## config.mk

```make
export PLATFORM = sky130hd
export DESIGN_NAME = pwm_timebase_flat
export DESIGN_NICKNAME = d
export VERILOG_FILES = /design/src/rtl/pwm_timebase_if.sv /design/src/rtl/pwm_timebase.sv /design/src/flat_wrapper.sv
export SDC_FILE = /design/constraint.sdc
export NUM_CORES = 1
export LEC_CHECK = 0
export ABC_CLOCK_PERIOD_IN_PS = 3550
export CAP_MARGIN = 20
export CELL_PAD_IN_SITES_DETAIL_PLACEMENT = 0
export CELL_PAD_IN_SITES_GLOBAL_PLACEMENT = 1
export CORE_ASPECT_RATIO = 1.25
export CORE_UTILIZATION = 40
export CTS_BUF_LIST = sky130_fd_sc_hd__clkbuf_8
export DETAILED_ROUTE_END_ITERATION = 10
export DONT_BUFFER_PORTS = 1
export PLACE_DENSITY_LB_ADDON = 0.25
export SYNTH_ARGS = -nofsm -noshare
export SYNTH_HDL_FRONTEND = slang
export SYNTH_SLANG_ARGS = --single-unit
```

## constraint.sdc

```tcl
create_clock -name clk -period 3.55 [get_ports clk]
set_clock_uncertainty 0.15 [all_clocks]
set_input_delay 0.5325 -clock clk [delete_from_list [all_inputs] [get_ports clk]]
set_output_delay 0.5325 -clock clk [all_outputs]
set_load 0.01 [all_outputs]
```

## src/rtl/pwm_timebase_if.sv

```systemverilog
// Bus between the PWM timebase and its neighbours.
// master: configuration source / PWM generator side (drives en, cnt_clr, dir_up_in,
//         prescale, period_in, compare1_in, compare2_in; observes the timebase outputs).
// slave:  the timebase itself (drives count_val, period, compare1, compare2, dir_up, ovf).
interface pwm_timebase_if #(
  parameter int unsigned CNT_W = 16,
  parameter int unsigned PSC_W = 8
);
  logic             en;
  logic             cnt_clr;
  logic             dir_up_in;
  logic [PSC_W-1:0] prescale;
  logic [CNT_W-1:0] period_in;
  logic [CNT_W-1:0] compare1_in;
  logic [CNT_W-1:0] compare2_in;
  logic [CNT_W-1:0] count_val;
  logic [CNT_W-1:0] period;
  logic [CNT_W-1:0] compare1;
  logic [CNT_W-1:0] compare2;
  logic             dir_up;
  logic             ovf;

  modport master (
    output en, cnt_clr, dir_up_in, prescale, period_in, compare1_in, compare2_in,
    input  count_val, period, compare1, compare2, dir_up, ovf
  );

  modport slave (
    input  en, cnt_clr, dir_up_in, prescale, period_in, compare1_in, compare2_in,
    output count_val, period, compare1, compare2, dir_up, ovf
  );
endinterface

```

## src/rtl/pwm_timebase.sv

```systemverilog
// PWM timebase: prescaled up/down counter wrapping at a programmable period.
// Period, compare values and direction are shadowed and reload only at wrap (or
// continuously while disabled / on clear), so the downstream generator never sees a
// mid-period configuration change.
// Ports:
//   clk   - peripheral clock
//   rst_n - asynchronous active-low reset
//   bus   - pwm_timebase_if slave modport (control/config in, count/shadows/ovf out)
module pwm_timebase #(
  parameter int unsigned CNT_W = 16,
  parameter int unsigned PSC_W = 8
) (
  input logic             clk,
  input logic             rst_n,
  pwm_timebase_if.slave   bus
);

  logic [PSC_W-1:0] psc_q, psc_d;
  logic [CNT_W-1:0] count_q, count_d;
  logic [CNT_W-1:0] period_q, period_d;
  logic [CNT_W-1:0] cmp1_q, cmp1_d;
  logic [CNT_W-1:0] cmp2_q, cmp2_d;
  logic             dir_q, dir_d;
  logic             ovf_q, ovf_d;

  logic tick;
  logic up_wrap;
  logic dn_wrap;
  logic load;

  assign tick = bus.en && (psc_q == bus.prescale);
  // >= and > recover cleanly when the period shrinks below the current count.
  assign up_wrap = (count_q >= period_q);
  assign dn_wrap = (count_q == '0) || (count_q > period_q);

  always_comb begin
    psc_d    = psc_q;
    count_d  = count_q;
    period_d = period_q;
    cmp1_d   = cmp1_q;
    cmp2_d   = cmp2_q;
    dir_d    = dir_q;
    ovf_d    = 1'b0;
    load     = 1'b0;

    if (bus.cnt_clr) begin
      psc_d   = '0;
      load    = 1'b1;
      count_d = bus.dir_up_in ? '0 : bus.period_in;
    end else if (!bus.en) begin
      // Disabled: count holds, shadows are transparent.
      psc_d = '0;
      load  = 1'b1;
    end else if (tick) begin
      psc_d = '0;
      if (dir_q) begin
        if (up_wrap) begin
          count_d = '0;
          ovf_d   = 1'b1;
          load    = 1'b1;
        end else begin
          count_d = count_q + CNT_W'(1);
        end
      end else begin
        if (dn_wrap) begin
          // Reload from the incoming period so a new period takes effect at once.
          count_d = bus.period_in;
          ovf_d   = 1'b1;
          load    = 1'b1;
        end else begin
          count_d = count_q - CNT_W'(1);
        end
      end
    end else begin
      // May run past a freshly lowered prescale; it wraps through max and recovers.
      psc_d = psc_q + PSC_W'(1);
    end

    if (load) begin
      period_d = bus.period_in;
      cmp1_d   = bus.compare1_in;
      cmp2_d   = bus.compare2_in;
      dir_d    = bus.dir_up_in;
    end
  end

  always_ff @(posedge clk or negedge rst_n) begin
    if (!rst_n) begin
      psc_q    <= '0;
      count_q  <= '0;
      period_q <= '0;
      cmp1_q   <= '0;
      cmp2_q   <= '0;
      dir_q    <= 1'b1;
      ovf_q    <= 1'b0;
    end else begin
      psc_q    <= psc_d;
      count_q  <= count_d;
      period_q <= period_d;
      cmp1_q   <= cmp1_d;
      cmp2_q   <= cmp2_d;
      dir_q    <= dir_d;
      ovf_q    <= ovf_d;
    end
  end

  assign bus.count_val = count_q;
  assign bus.period    = period_q;
  assign bus.compare1  = cmp1_q;
  assign bus.compare2  = cmp2_q;
  assign bus.dir_up    = dir_q;
  assign bus.ovf       = ovf_q;

endmodule

```

## src/flat_wrapper.sv

```systemverilog
// flat-port wrapper written by rule: the top's interface ports become plain ports
module pwm_timebase_flat 
#(
  parameter int unsigned CNT_W = 16,
  parameter int unsigned PSC_W = 8
)
  (clk, rst_n, bus_en, bus_cnt_clr, bus_dir_up_in, bus_prescale, bus_period_in, bus_compare1_in, bus_compare2_in, bus_count_val, bus_period, bus_compare1, bus_compare2, bus_dir_up, bus_ovf);
  pwm_timebase_if #(.CNT_W(CNT_W), .PSC_W(PSC_W)) bus_i ();
  input logic clk;
  input logic rst_n;
  input wire logic [$bits(bus_i.en)-1:0] bus_en;
  input wire logic [$bits(bus_i.cnt_clr)-1:0] bus_cnt_clr;
  input wire logic [$bits(bus_i.dir_up_in)-1:0] bus_dir_up_in;
  input wire logic [$bits(bus_i.prescale)-1:0] bus_prescale;
  input wire logic [$bits(bus_i.period_in)-1:0] bus_period_in;
  input wire logic [$bits(bus_i.compare1_in)-1:0] bus_compare1_in;
  input wire logic [$bits(bus_i.compare2_in)-1:0] bus_compare2_in;
  output wire logic [$bits(bus_i.count_val)-1:0] bus_count_val;
  output wire logic [$bits(bus_i.period)-1:0] bus_period;
  output wire logic [$bits(bus_i.compare1)-1:0] bus_compare1;
  output wire logic [$bits(bus_i.compare2)-1:0] bus_compare2;
  output wire logic [$bits(bus_i.dir_up)-1:0] bus_dir_up;
  output wire logic [$bits(bus_i.ovf)-1:0] bus_ovf;
  assign bus_i.en = bus_en;
  assign bus_i.cnt_clr = bus_cnt_clr;
  assign bus_i.dir_up_in = bus_dir_up_in;
  assign bus_i.prescale = bus_prescale;
  assign bus_i.period_in = bus_period_in;
  assign bus_i.compare1_in = bus_compare1_in;
  assign bus_i.compare2_in = bus_compare2_in;
  assign bus_count_val = bus_i.count_val;
  assign bus_period = bus_i.period;
  assign bus_compare1 = bus_i.compare1;
  assign bus_compare2 = bus_i.compare2;
  assign bus_dir_up = bus_i.dir_up;
  assign bus_ovf = bus_i.ovf;
  pwm_timebase #(.CNT_W(CNT_W), .PSC_W(PSC_W)) u_core (.clk(clk), .rst_n(rst_n), .bus(bus_i));
endmodule
```

# Yosys cells after proc, flatten, opt, wreduce, memory -nomap -nowiden
# Index checks and enable logic that the tools add are counted.
[totals]
reg_bits = 74
in_bits = 61
output_inout_bits = 66
wordCells = 37
[classes]
add_sub_neg = 3
order_cmp = 2
n_eq_ne = 1
mux = 18
reduce_logical = 6
[op_table]
columns = ["cell", "n"]
rows = [
  ["16-bit two-way mux", 7],
  ["8-bit two-way mux", 3],
  ["16-bit by 1-bit adder with 16-bit output (second input constant)", 1],
  ["16-bit greater-or-equal comparator", 1],
  ["16-bit greater-than comparator", 1],
  ["16-bit logical NOT", 1],
  ["16-bit by 1-bit subtractor with 16-bit output (second input constant)", 1],
  ["8-bit by 1-bit adder with 8-bit output (second input constant)", 1],
  ["8-bit == test", 1],
  ["1-bit two-way mux", 8],
  ["2-bit nonzero test", 2],
  ["2-bit AND reduction", 1],
  ["1-bit logical AND", 1],
  ["1-bit logical OR", 1],
]

# Longest topological paths before layout
# Gate-level depths: netlist of run 1.
[depth]
depth_word = 7
ltp_mapped = 11
mapped_depth_nobuf = 9

# Worst setup path after synthesis of run 1
# OpenSTA, ideal clock, no wires.
[synth_timing]
path_type = "flip-flop to flip-flop"
from = "register u_core.count_q[13], in the netlist u_core.bus.count_val[13]"
to = "register u_core.cmp2_q[0], in the netlist u_core.bus.compare2[0]"
setup_time_ns = 0.125
arrival_time_ns = 2.415
required_time_ns = 3.275
slack_ns = 0.860
path_stages_with_launch = 10
path_buffers = 1
synth_period_minus_slack_ns = 2.690
path_cell_list = "dfrtp_1 > ha_1 > nand4_1 > nor3_1 > o21ai_0 > a22o_1 > a21boi_2 > o21ai_4 > buf_6 > mux2_2"
[synth_via]
elab_chain_cells = 7
elab_cells_between_ends = 10
classes_between = "2 x order compare; 6 x mux; 2 x reduce/logical"
[synth_lines]
columns = ["item", "line_no", "source"]
rows = [
  ["start, declared", "pwm_timebase.sv:19", "logic [CNT_W-1:0] count_q, count_d;"],
  ["start signal, assigned", "pwm_timebase.sv:98", "count_q <= count_d;"],
  ["16-bit greater-than comparator or 16-bit logical NOT (tied branches)", "pwm_timebase.sv:34", "assign dn_wrap = (count_q == '0) || (count_q > period_q);"],
  ["1-bit logical OR", "pwm_timebase.sv:34", ""],
  ["1-bit two-way mux", "pwm_timebase.sv:65", "if (dn_wrap) begin"],
  ["1-bit two-way mux *", "pwm_timebase.sv:56", "if (dir_q) begin"],
  ["1-bit two-way mux *", "pwm_timebase.sv:54", "end else if (tick) begin"],
  ["1-bit two-way mux *", "pwm_timebase.sv:50", "end else if (!bus.en) begin"],
  ["1-bit two-way mux *", "pwm_timebase.sv:46", "if (bus.cnt_clr) begin"],
  ["end signal, assigned", "pwm_timebase.sv:101", "cmp2_q <= cmp2_d;"],
  ["end, declared", "pwm_timebase.sv:22", "logic [CNT_W-1:0] cmp2_q, cmp2_d;"],
]
# Every way passes the cells marked *; elsewhere a longest branch is shown, timed or not.
# A chain may end at the register's enable or synchronous reset.

# Final worst setup path of run 1
[layout_timing]
from = "register u_core.count_q[13], in the netlist u_core.bus.count_val[13]"
to = "register u_core.cmp1_q[9], in the netlist u_core.bus.compare1[9]"
[layout_via]
elab_chain_cells = 7
elab_cells_between_ends = 10
classes_between = "2 x order compare; 6 x mux; 2 x reduce/logical"
[layout_lines]
columns = ["item", "line_no", "source"]
rows = [
  ["16-bit greater-than comparator or 16-bit logical NOT (tied branches)", "pwm_timebase.sv:34", ""],
  ["1-bit logical OR", "pwm_timebase.sv:34", ""],
  ["1-bit two-way mux", "pwm_timebase.sv:65", ""],
  ["1-bit two-way mux *", "pwm_timebase.sv:56", ""],
  ["1-bit two-way mux *", "pwm_timebase.sv:54", ""],
  ["1-bit two-way mux *", "pwm_timebase.sv:50", ""],
  ["1-bit two-way mux *", "pwm_timebase.sv:46", ""],
  ["end signal, assigned", "pwm_timebase.sv:100", "cmp1_q <= cmp1_d;"],
  ["end, declared", "pwm_timebase.sv:21", "logic [CNT_W-1:0] cmp1_q, cmp1_d;"],
]
# Marked as above.

==> results of run 1 <==
-- report_power, final --
part / total (mW) / switching, mW / internal (mW)
clock network: 0.682 / 0.353 / 0.329
registers: 0.991 / 0.0832 / 0.908
logic: 0.446 / 0.252 / 0.194
total: 2.12 / 0.688 / 1.43
-- stage by stage --
step	hold WS, ns	instances
after floorplan	0.08691	449
after global placement	0.08878	575
after detailed placement	0.08874	575
after CTS	0.07637	593
after global routing	0.07343	593
final	0.09064	593
-- critical path: stages (launching register included) --
cell and delay (ns):
dfrtp_1 0.51, ha_1 0.37, nand4_1 0.14, nor3_1 0.51, o21ai_0 0.25, a22o_1 0.29
a21boi_2 0.19, o21ai_4 0.17, buf_12 0.25, mux2_2 0.37
-- what timing repair did --
| action | CTS | global route |
|---|---|---|
| setup buffers | 0 | 0 |
| hold buffers | 2 | 0 |
| endpoints found under the hold margin | 74 | 0 |
-- registers in the layout, indices dropped and copies added, names as in the netlist --
signal                count
u_core.bus.ovf            1
u_core.bus.compare2      16
u_core.bus.dir_up         1
u_core.bus.period        16
u_core.bus.count_val     16
u_core.psc_q              8
u_core.bus.compare1      16
-- routing by layer --
metal | vias to the layer above | track usage
li1 | 1605 | -
met1 | 1656 | 0.2393
met2 | 112 | 0.3719
met3 | 16 | 0.06069
met4 | 0 | 0.09701
met5 | - | 0
-- synthesized netlist by cell type (2+ instances only) --
| cell type | instances |
|---|---|
| dfrtp_1 | 73 |
| a21oi_1 | 41 |
| mux2_2 | 34 |
| inv_1 | 33 |
| xnor2_1 | 26 |
| nand2_1 | 24 |
| nor2_1 | 22 |
| ha_1 | 20 |
| o21ai_0 | 19 |
| clkbuf_1 | 17 |
| mux2i_1 | 14 |
| o31ai_1 | 14 |
| xor2_1 | 13 |
| a211o_1 | 12 |
| nand3_1 | 12 |
| and3_1 | 7 |
| buf_2 | 6 |
| nand4_1 | 6 |
| nor3_1 | 5 |
| buf_6 | 4 |
| a31oi_1 | 3 |
| a32oi_1 | 3 |
| and4_1 | 3 |
| nor2b_1 | 3 |
| nor4_1 | 3 |
| a211oi_1 | 2 |
| a32o_1 | 2 |
| and3b_1 | 2 |
| o221ai_1 | 2 |
| or3_1 | 2 |
| or4_4 | 2 |
-- layout by cell type (no fill, tap or decap), types with 2 or more instances in the layout --
master / n
a211o_1: 12
a211oi_1: 2
a21oi_1: 41
a31oi_1: 3
a32o_1: 2
a32oi_1: 3
and3_1: 7
and3b_1: 2
and4_1: 3
buf_4: 21
clkbuf_8: 9
clkinvlp_4: 2
dfrtp_1: 73
ha_1: 20
inv_1: 33
inv_6: 2
mux2_2: 34
mux2i_1: 14
nand2_1: 24
nand3_1: 12
nand4_1: 6
nor2_1: 22
nor2b_1: 3
nor3_1: 5
nor4_1: 3
o21ai_0: 19
o221ai_1: 2
o31ai_1: 14
or3_1: 2
or4_4: 2
xnor2_1: 26
xor2_1: 13
-- area by class of cell --
type	instances	area share
Multi-Input combinational cell	314	0.4803
Sequential cell	74	0.3766
Timing Repair Buffer	24	0.04373
Tap cell	132	0.03356
Clock buffer	9	0.02517
Inverter	33	0.02517
Clock inverter	7	0.01551
-- how the worst max path moves through the flow --
stage | cells after the start | from | to
6_report | 9 | u_core.bus.count_val[13] | u_core.bus.compare1[9]
2_1_floorplan | 9 | u_core.bus.count_val[13] | u_core.bus.compare2[0]
5_1_grt | 9 | u_core.bus.count_val[13] | u_core.bus.compare1[7]
3_3_place_gp | 9 | u_core.bus.count_val[13] | u_core.bus.compare2[0]
4_1_cts | 9 | u_core.bus.count_val[13] | u_core.bus.compare1[9]
3_5_place_dp | 9 | u_core.bus.count_val[13] | u_core.bus.compare2[3]
-- logic make-up (layout without fill, tap and decap cells) --
| logic type | Yosys count | after routing |
|---|---|---|
| AO/OA/AOI/OAI | 107 | 107 |
| AND/OR/NAND/NOR | 100 | 100 |
| flip-flops | 74 | 74 |
| buffers and inverters | 61 | 73 |
| multiplexers | 48 | 48 |
| XOR/XNOR | 39 | 39 |
| adder cells (fa/ha/maj) | 20 | 20 |
==> run metrics, run 1 <==
via count=3389; VDD IR max=0.2879 mV; Syn Nets=530; initial cell density of the core=0.4177; setup ws final=0.2207 ns; fmax=300.4 MHz; Root Driver=clkbuf_8; Detail Placement HPWL=8631 um; met1 wire length=4758 um; Pre-antenna DRT Iters=4; die width=96.86 um; XOR/XNOR Fraction of Synth Area=0.07592; Syn. warnings=0; CTS tree=done; multi-input logic area=0.002364 mm^2; core area=0.01077 mm^2; count of final setup violators=0; area growth from synthesis to layout=9.372%; Yosys reg bits=74; Hold Path Class=input pin to flip-flop; WP data arrival=3.42 ns; Worst-Skew Late Latency=0.36 ns; Rows=42; post-route cell area=0.004921 mm^2; Crit Reg-Reg Endpoint=u_core.bus.compare1[9]; Nets=537; drt drc=0; Post-Synth Adder-Cell Area=0.05562; Synth area leader=dfrtp_1; Total Power=2.120 mW; Max-slew headroom=0.5377; Leakage=2.193 nW; ANT cells=0; pin count of the biggest net entering global routing=75; die height=120.6 um; Final Util=0.4568; FILL cells=1025; routed len/inst=20.00 um; Vias/cell=5.715; RSZ-0062 raised after global routing=no; setup slack at placement=0.3327 ns; Reg2Reg Depth=9; cell area after synthesis=0.004499 mm^2; outcome=finished clean; synth top area cells=dfrtp_1, mux2_2, ha_1; largest family of logic cells by synthesized area=compound AO/OA/AOI/OAI gates; CTS H-tree lvls=3; gpl congestion=0.8132; metal2 WL=5905 um; via count of the first global-routing pass=3656; post-synthesis compound-gate area fraction=0.1543; critical hold path startpoint=bus_cnt_clr; fin. max-slew vios=0; actual slew at the worst max-slew pin=0.6871 ns; Simple-Gate Fraction of Synth Area=0.1232; Post-CTS Resized=0; Synth top area share=0.4060; Final Critical Period=3.329 ns; antenna violations before repair=0; WS Path Type=flip-flop to flip-flop; Top Ports=127; placed inst area=0.004683 mm^2; Clk pin slew, worst setup/hold paths=0.08 ns; Async S/R FF share, synth=1.000; setup_tns=0 ns; metal3 WL=885 um; Sequential Area=0.001853 mm^2; clk buf depth=2; Reg2Reg Setup Slack=0.22 ns; drt total wl=11860 um; pwr dens=430.7 mW/mm^2; Mean Syn Cell Area=10.02 um^2; GRT Total Usage=0.2127; Overflow after GRT=0; TritonCTS buffer count=9; Netlist cell types=51; CTS sink count=74; Main synth FF type=dfrtp_1; PortBufs=0; EDFF count, synth=0; max-cap viol count=0; worst hold endpoint=u_core.bus.ovf; CP Max Fanout=36; Detail Route Antenna Nets=0; fin crit share=0.9378; die area=0.01168 mm^2; DR top layer=met4; Iter 0 DRT Violations=116; crit start category=flip-flop; Fin. Hold Viols=0; CP endpoint kind=flip-flop; mux cell area share after synthesis=0.1162; hold path depth=1; reg2reg start=u_core.bus.count_val[13]; first-pass GRT wire length=19320 um; Synth Instances=449; register area share after synthesis=0.4118; layout cell share with drive strength beyond 1=0.1800; WP data required=3.64 ns
No activity file was read; power rests on OpenSTA's default activity.
==> run 2, diff against run 1 <==
--- a/config.mk
+++ b/config.mk
@@ -9,7 +9,6 @@
 export CAP_MARGIN = 20
 export CELL_PAD_IN_SITES_DETAIL_PLACEMENT = 0
 export CELL_PAD_IN_SITES_GLOBAL_PLACEMENT = 1
-export CORE_ASPECT_RATIO = 1.25
 export CORE_UTILIZATION = 40
 export CTS_BUF_LIST = sky130_fd_sc_hd__clkbuf_8
 export DETAILED_ROUTE_END_ITERATION = 10
==> run 2 against run 1 <==
  * Clock power fell by 11%
  * Combinational power fell by 4%
  * First-iteration DRC count rose by 14%
==> run metrics, run 2 (synthesis gave the netlist of run 1 again) <==
Root Driver=clkbuf_8 (unchanged); Detail Route Antenna Nets=0 (unchanged); area growth from synthesis to layout=8.454% (was 9.372%); CTS H-tree lvls=3 (unchanged); CP Buf/Inv Count=1 (unchanged); Max-slew headroom=0.5707 (was 0.5377); Top Ports=127 (unchanged); Pre-antenna DRT Iters=4 (unchanged); gpl congestion=0.8167 (was 0.8132); WP data required=3.64 ns (about the same); drt drc=0 (unchanged); setup_tns=0 ns (unchanged); fin. max-slew vios=0 (unchanged); Detail Placement HPWL=8671 um (was 8631 um); Post-CTS Resized=0 (unchanged); setup slack at placement=0.3363 ns (was 0.3327 ns); initial cell density of the core=0.4132 (was 0.4177); fmax=309.6 MHz (was 300.4 MHz); setup ws final=0.3195 ns (was 0.2207 ns); Rows=38 (was 42); pin count of the biggest net entering global routing=75 (unchanged); CP Max Fanout=43 (was 36); family with the most delay on the worst path=compound AO/OA/AOI/OAI gates (unchanged); crit-path max cell delay=0.51 ns (about the same); clk buf depth=2 (unchanged); # hold bufs at CTS=2 (unchanged); Total Power=2.040 mW (was 2.120 mW); VDD IR max=0.1843 mV (was 0.2879 mV); Reg2Reg Setup Slack=0.32 ns (was 0.22 ns); commonest non-fill, non-tap cells in the layout=dfrtp_1, a21oi_1, inv_1, mux2_2, xnor2_1 (was dfrtp_1, a21oi_1, mux2_2); die height=108.1 um (was 120.6 um); die width=108.1 um (was 96.86 um); max-cap viol count=0 (unchanged); actual slew at the worst max-slew pin=0.6420 ns (was 0.6871 ns); hold slack=0.09986 ns (was 0.09064 ns); crit start category=flip-flop (unchanged); Final Critical Period=3.230 ns (was 3.329 ns); routed len/inst=20.02 um (was 20.00 um); Vias/cell=5.750 (was 5.715); antenna violations before repair=0 (unchanged); first-pass GRT wire length=18740 um (was 19320 um); Worst-Skew Late Latency=0.36 ns (about the same); GRT Total Usage=0.2140 (was 0.2127); Clk pin slew, worst setup/hold paths=0.09 ns (was 0.08 ns); post-CTS setup buffers=0 (unchanged); via count=3433 (was 3389); CTS tree=done (unchanged); ANT cells=0 (unchanged); placed inst area=0.004663 mm^2 (was 0.004683 mm^2); Iter 0 DRT Violations=132 (was 116); WS Path Type=flip-flop to flip-flop (unchanged); reg2reg start=u_core.bus.count_val[13] (unchanged); hold path depth=1 (unchanged); Nets=533 (was 537); post-route cell area=0.004880 mm^2 (was 0.004921 mm^2); die area=0.01168 mm^2 (about the same); Overflow after GRT=0 (unchanged); Leakage=2.168 nW (was 2.193 nW); CTS sink count=74 (unchanged); cell breakdown of the critical path=ha_1, nand4_1, nor3_1, o21ai_0, a22o_1, a21boi_2, o21ai_4, buf_12, mux2_2 (unchanged); via count of the first global-routing pass=3610 (was 3656); most common cell after layout, fill and taps aside=dfrtp_1 (unchanged); Crit-path slowest cell=dfrtp_1 (unchanged); CP endpoint kind=flip-flop (unchanged); Fin. Hold Viols=0 (unchanged); drt total wl=11950 um (was 11860 um); critical hold path startpoint=bus_cnt_clr (unchanged); worst hold endpoint=u_core.bus.ovf (unchanged); RSZ-0062 raised after global routing=no (unchanged); pwr dens=418.1 mW/mm^2 (was 430.7 mW/mm^2); fin crit share=0.9100 (was 0.9378); layout cell share with drive strength beyond 1=0.1707 (was 0.1800); WP data arrival=3.32 ns (was 3.42 ns); outcome=finished clean (unchanged); Hold Path Class=input pin to flip-flop (unchanged); PortBufs=0 (unchanged); Reg2Reg Depth=9 (unchanged); Crit Reg-Reg Endpoint=u_core.bus.compare2[1] (was u_core.bus.compare1[9]); core area=0.01089 mm^2 (was 0.01077 mm^2); count of final setup violators=0 (unchanged); TritonCTS buffer count=9 (unchanged)
run 2: cell count changes in the layout (fill, tap and decap cells not counted):
cell	before	now
buf_4	21	17
clkbuf_8	9	10
inv_1	33	34
bufinv_16	1	0
inv_6	2	1
run 2: worst max path at each step:
stage | startpoint | endpoint | slack, ns | cells past startpoint
2_1_floorplan | u_core.bus.count_val[13] | u_core.bus.compare2[0] | 0.86 | 9
3_3_place_gp | u_core.bus.count_val[13] | u_core.bus.compare1[14] | 0.46 | 9
3_5_place_dp | u_core.bus.count_val[13] | u_core.bus.compare1[12] | 0.34 | 9
4_1_cts | u_core.bus.count_val[13] | u_core.bus.compare2[1] | 0.31 | 9
5_1_grt | u_core.bus.count_val[13] | u_core.bus.compare1[7] | 0.16 | 9
6_report | u_core.bus.count_val[13] | u_core.bus.compare2[1] | 0.32 | 9
run 2: final cells by class:
type,instances,area [um^2]
Inverter,33,123.9
Multi-Input combinational cell,314,2364
Clock inverter,6,41.29
Fill cell,1065,6008
Sequential cell,74,1853
Clock buffer,10,137.6
Tap cell,140,175.2
Timing Repair Buffer,20,185.2
run 2: worst reg2reg max path, cell delays in order, from the launching register on:
cell and delay (ns):
dfrtp_1 0.51, ha_1 0.36, nand4_1 0.14, nor3_1 0.41, o21ai_0 0.25, a22o_1 0.27, a21boi_2 0.19, o21ai_4 0.16
buf_12 0.26, mux2_2 0.40
run 2: power breakdown:
group / internal [mW] / switching, mW / leakage, nW
Clock: 0.273 / 0.336 / 0.0901
Sequential: 0.908 / 0.0952 / 0.887
Combinational: 0.189 / 0.240 / 1.19
run 2: per-layer routing:
| metal | part of all wire | GRT usage |
|---|---|---|
| met5 | 0 | 0 |
| met4 | 0.024 | 0.09589 |
| met3 | 0.087 | 0.07535 |
| met2 | 0.48 | 0.3439 |
| met1 | 0.41 | 0.2569 |
run 2: stage by stage:
step | utilization | instances
CTS | 0.4482 | 597
global route | 0.4482 | 597
finish | 0.4482 | 597
detailed placement | 0.4283 | 579
floorplan | - | 449
global placement | 0.4283 | 579
